## src/rtl/wb_arbiter_rr2.sv

```systemverilog
// rtl/wb_arbiter_rr2.sv - two-master round-robin Wishbone arbiter with bus watchdog
module wb_arbiter_rr2 #(
    parameter int TIMEOUT_CYCLES = 255,
    parameter int CNT_W          = 16
) (
    input  logic        wb_clk_i,
    input  logic        wb_rst_i,
    input  logic [31:0] m0_adr_i,
    input  logic [31:0] m0_dat_i,
    input  logic [3:0]  m0_sel_i,
    input  logic        m0_we_i,
    input  logic        m0_cyc_i,
    input  logic        m0_stb_i,
    output logic        m0_ack_o,
    output logic        m0_err_o,
    output logic [31:0] m0_dat_o,
    input  logic [31:0] m1_adr_i,
    input  logic [31:0] m1_dat_i,
    input  logic [3:0]  m1_sel_i,
    input  logic        m1_we_i,
    input  logic        m1_cyc_i,
    input  logic        m1_stb_i,
    output logic        m1_ack_o,
    output logic        m1_err_o,
    output logic [31:0] m1_dat_o,
    output logic [31:0] s_adr_o,
    output logic [31:0] s_dat_o,
    output logic [3:0]  s_sel_o,
    output logic        s_we_o,
    output logic        s_cyc_o,
    output logic        s_stb_o,
    input  logic        s_ack_i,
    input  logic [31:0] s_dat_i
);

    typedef enum logic [1:0] {
        IDLE = 2'd0,
        GNT0 = 2'd1,
        GNT1 = 2'd2
    } state_t;

    localparam logic [CNT_W-1:0] LP_TIMEOUT = CNT_W'(TIMEOUT_CYCLES);
    localparam logic [CNT_W-1:0] LP_ONE     = CNT_W'(1);

    state_t           r_state;
    logic             r_last;
    logic [CNT_W-1:0] r_wd_cnt;

    logic w_g0;
    logic w_g1;
    logic w_stb_sel;
    logic w_hit;

    // Reset gates the grant combinationally so the slave bus drops in the reset cycle itself
    assign w_g0      = (r_state == GNT0) & ~wb_rst_i;
    assign w_g1      = (r_state == GNT1) & ~wb_rst_i;
    assign w_stb_sel = (w_g0 & m0_stb_i) | (w_g1 & m1_stb_i);
    assign w_hit     = (w_g0 | w_g1) & (r_wd_cnt == LP_TIMEOUT);

    // Arbitration FSM: grant per cyc tenure, ties go to the master not granted last
    always_ff @(posedge wb_clk_i) begin
        if (wb_rst_i) begin
            r_state <= IDLE;
            r_last  <= 1'b1;
        end else begin
            case (r_state)
                IDLE: begin
                    if (m0_cyc_i && (!m1_cyc_i || r_last)) begin
                        r_state <= GNT0;
                        r_last  <= 1'b0;
                    end else if (m1_cyc_i) begin
                        r_state <= GNT1;
                        r_last  <= 1'b1;
                    end
                end
                GNT0: begin
                    if (!m0_cyc_i) begin
                        r_state <= IDLE;
                    end
                end
                GNT1: begin
                    if (!m1_cyc_i) begin
                        r_state <= IDLE;
                    end
                end
                default: r_state <= IDLE;
            endcase
        end
    end

    // Watchdog: counts stalled strobe cycles of the granted master, restarts after a timeout
    always_ff @(posedge wb_clk_i) begin
        if (wb_rst_i || !(w_g0 || w_g1) || s_ack_i || !w_stb_sel || w_hit) begin
            r_wd_cnt <= '0;
        end else begin
            r_wd_cnt <= r_wd_cnt + LP_ONE;
        end
    end

    // Bus mux: route the granted master to the slave, everything else held at zero
    always_comb begin
        s_adr_o  = '0;
        s_dat_o  = '0;
        s_sel_o  = '0;
        s_we_o   = 1'b0;
        s_cyc_o  = 1'b0;
        m0_ack_o = 1'b0;
        m0_err_o = 1'b0;
        m0_dat_o = '0;
        m1_ack_o = 1'b0;
        m1_err_o = 1'b0;
        m1_dat_o = '0;
        if (w_g0) begin
            s_adr_o  = m0_adr_i;
            s_dat_o  = m0_dat_i;
            s_sel_o  = m0_sel_i;
            s_we_o   = m0_we_i;
            s_cyc_o  = m0_cyc_i;
            m0_ack_o = s_ack_i & ~w_hit;
            m0_err_o = w_hit;
            m0_dat_o = s_dat_i;
        end else if (w_g1) begin
            s_adr_o  = m1_adr_i;
            s_dat_o  = m1_dat_i;
            s_sel_o  = m1_sel_i;
            s_we_o   = m1_we_i;
            s_cyc_o  = m1_cyc_i;
            m1_ack_o = s_ack_i & ~w_hit;
            m1_err_o = w_hit;
            m1_dat_o = s_dat_i;
        end
        s_stb_o = w_stb_sel & ~w_hit;
    end

endmodule

```

## config.mk

```make
export PLATFORM = sky130hd
export DESIGN_NAME = wb_arbiter_rr2
export DESIGN_NICKNAME = d
export VERILOG_FILES = /design/src/rtl/wb_arbiter_rr2.sv
export SDC_FILE = /design/constraint.sdc
export NUM_CORES = 1
export LEC_CHECK = 0
export ABC_AREA = 1
export ABC_CLOCK_PERIOD_IN_PS = 2350
export BUFFER_PORTS_ARGS = -buffer_cell sky130_fd_sc_hd__buf_2
export CAP_MARGIN = 20
export CORE_AREA = 2 2 123 125
export DETAILED_ROUTE_END_ITERATION = 8
export DIE_AREA = 0 0 125 127
export PLACE_DENSITY = 0.47
export SYNTH_ARGS = -nofsm -noshare
export SYNTH_HDL_FRONTEND = slang
export SYNTH_SLANG_ARGS = --single-unit
```

## constraint.sdc

```tcl
create_clock -name wb_clk_i -period 2.35 [get_ports wb_clk_i]
set_input_delay 0.235 -clock wb_clk_i [delete_from_list [all_inputs] [get_ports wb_clk_i]]
set_output_delay 0.235 -clock wb_clk_i [all_outputs]
set_load 0.01 [all_outputs]
```

==> impl_results.md <==
- Outcome: completed
- CTS sink cnt: 19
- Slew Viols, Final: 0
- Worst slew margin: 0.658
- Clk pin slew, worst setup/hold paths: around 60 ps
- Global route total overflow: 0
- Worst slew pin tran: 512 ps
- Critical path type: flip-flop to output port
- Share of layout cells above drive strength 1: 0.442
- Cell variety after synth: 22
- Crit path DAT: ~1800 ps
- CP endpoint kind: output port
- Largest net degree at the start of global routing: ~100
- Initial antenna violation count: 3
- GR Util met1: 0.189
- Fin area: about 0.0043 sq mm
- Full die area: approximately 0.016 sq mm
- Final hold vios: 0
- Max VDD drop: 195 uV
- Post-CTS sizing: 0
- CTS Root Cell: clkbuf_16
- Fin Setup TNS: 0 ps
- Worst Hold Class: input port to flip-flop
- # hold bufs at CTS: 0
- H-tree levels: 1
- Final setup fails: 0
- CP required: approximately 2100 ps
- Num CTS Buffers: 3
- Cell Area, Synth: around 0.0025 sq mm
- Post-Route WL: 13500 um
- First-pass GRT wire length: 19600 um
- Port Buf Inserts: 315
- LEAKAGE: 0.00299 uW
- Register area: around 380 sq um
- Area post-placement: 0.00422 sq mm
- Nets@finish: ~960
- CP startpoint: r_state[1]
- Maximum root-to-sink buffer count: 2
- Vias: around 3700
- Synth top area cells: inv_1 28%, o22ai_1 17%, dfxtp_1 15%
- Period utilisation layout: 0.872
- Skew-Pair Late Insertion Delay: 250 ps
- Flops & latches, synth: 19
- Global-route usage over all layers: 0.155
- DRT iter0 DRCs: 200
- Multi-input gate area: roughly 0.0013 sq mm
- Busiest grt layer: met2
- Clock tree from TritonCTS: yes
- Max-Cap Viols: 0
- DRC viols: 0
- Fill cells: between 1500 and 2000
- Drt first pass iters: 4
- Setup Buffers After CTS: 0
- Unrepaired setup endpoints after global routing: no
- Die width: approximately 130 um
- Area growth from synthesis to layout: 74.0%
- Syn Inst Count: roughly 480
- FP Rows: 44
- FMAX: 488 MHz
- Remaining antenna violation count: 0
- Io pins: roughly 320
- Number of global-route vias before repair: approximately 3400
- Worst Hold Slack: between 200 and 250 ps
- Cell taking the most area after synthesis: inv_1
- Core Region: 0.0144 sq mm
- DR vias/cell: 3.88
- PD cells: 292 mW/mm^2
- Minimum clock period: about 2000 ps
- Setup Skew: just under 4 ps
- Syn_nets: ~660
- Final core occ: 0.298
- GP Congestion: just over 0.8
- Share of synthesized area occupied by flip-flops and latches: 0.154
- Synthesized area per cell: 5.16 sq um
- Min-delay src: wb_rst_i
- Synth warn: 0
- Die extent in y: 127 um
- Share of the synthesized area in the top cell type: 0.281
- M2 GR Usage: 0.290
- Starting Density: 0.171
- Grt met3 use: 0.0276
- WL/cell: ~14 um
- Critical path fanouts, max: roughly 100
- HPWL Detailed: approximately 11000 um
- Worst reg2reg path startpoint: r_wd_cnt[0]
- Worst Setup Start Kind: flip-flop
[Yosys cell counts (all sizes together)]
cell / n
dfxtp: 19
a21oi: 4
xor2: 5
or2: 1
clkbuf: 6
nand2: 35
nor2: 106
o21ai: 4
inv: 190
nand4: 5
nand3: 13
ha: 1
buf: 17
xnor2: 4
o22ai: 69
[registers in the layout, indices dropped and copies added (netlist names)]
register	count
r_last	1
r_state	2
r_wd_cnt	16
[worst paths after layout]
kind / end / slack, ps / cells past startpoint
max: s_dat_o[16] / 300 / 5
max reg2reg: r_wd_cnt[15] / 760 / 8
min reg2reg: r_wd_cnt[0] / 470 / 1
min: r_state[1] / 200 / 2
[cell families (layout without fill, tap and decap cells)]
family / Yosys count / count (layout) / share of synthesized area
AOI/OAI and AO/OA: 77 / 77 / 0.191
xor gates and xnor gates: 9 / 9 / 0.0319
adders and majority gates: 1 / 1 / 0.00506
buffers and inverters: 213 / 512 / 0.338
DFF: 19 / 19 / 0.154
other: 0 / 1 / 0
and+or+nand+nor: 160 / 160 / 0.280
[stage by stage]
step           cells  power (uW)  setup WS [ps]
2_1_floorplan    479         603            926
3_3_place_gp     958         914            606
3_5_place_dp     958         914            582
4_1_cts          962        1270            302
5_1_grt          962        1340            191
6_report         963        1260            300
[power by group]
part	switching (uW)	leakage (uW)	internal [uW]
clock	123	0.0000382	231
combinational	315	0.00280	253
sequential	7.44	0.000154	328
total	445	0.00299	812
[critical path, cell delays in order, from the launching register on]
cell and delay (ps):
dfxtp_1 450, inv_2 100, nand3_4 80, buf_12 330
o22ai_1 270, buf_2 220
[routing by layer]
layer / share of wire / vias up / wire length, um
met4: 0.0084 / 2 / 113
met1: 0.42 / 1591 / 5680
li1: - / 2000 / -
met5: 0.00096 / - / 13
met3: 0.060 / 12 / 809
met2: 0.51 / 134 / 6880
[area by class of cell]
| cell class | count | area share |
|---|---|---|
| repair buffers | 318 | 0.378 |
| multi-input cells | 247 | 0.295 |
| inverters | 190 | 0.166 |
| flip-flops and latches | 19 | 0.0885 |
| well taps | 184 | 0.0536 |
| clock buffers | 4 | 0.0183 |
| diodes | 1 | 0.000582 |
[cells in the final DEF (no fill, tap or decap), drive strengths merged, types with 4 or more instances in the layout]
cell / n
nor2: 106
nand2: 35
buf: 318
clkbuf: 4
a21oi: 4
xnor2: 4
inv: 190
o22ai: 69
o21ai: 4
dfxtp: 19
nand4: 5
nand3: 13
xor2: 5
Note: power is estimated with default switching activity, not from simulation.
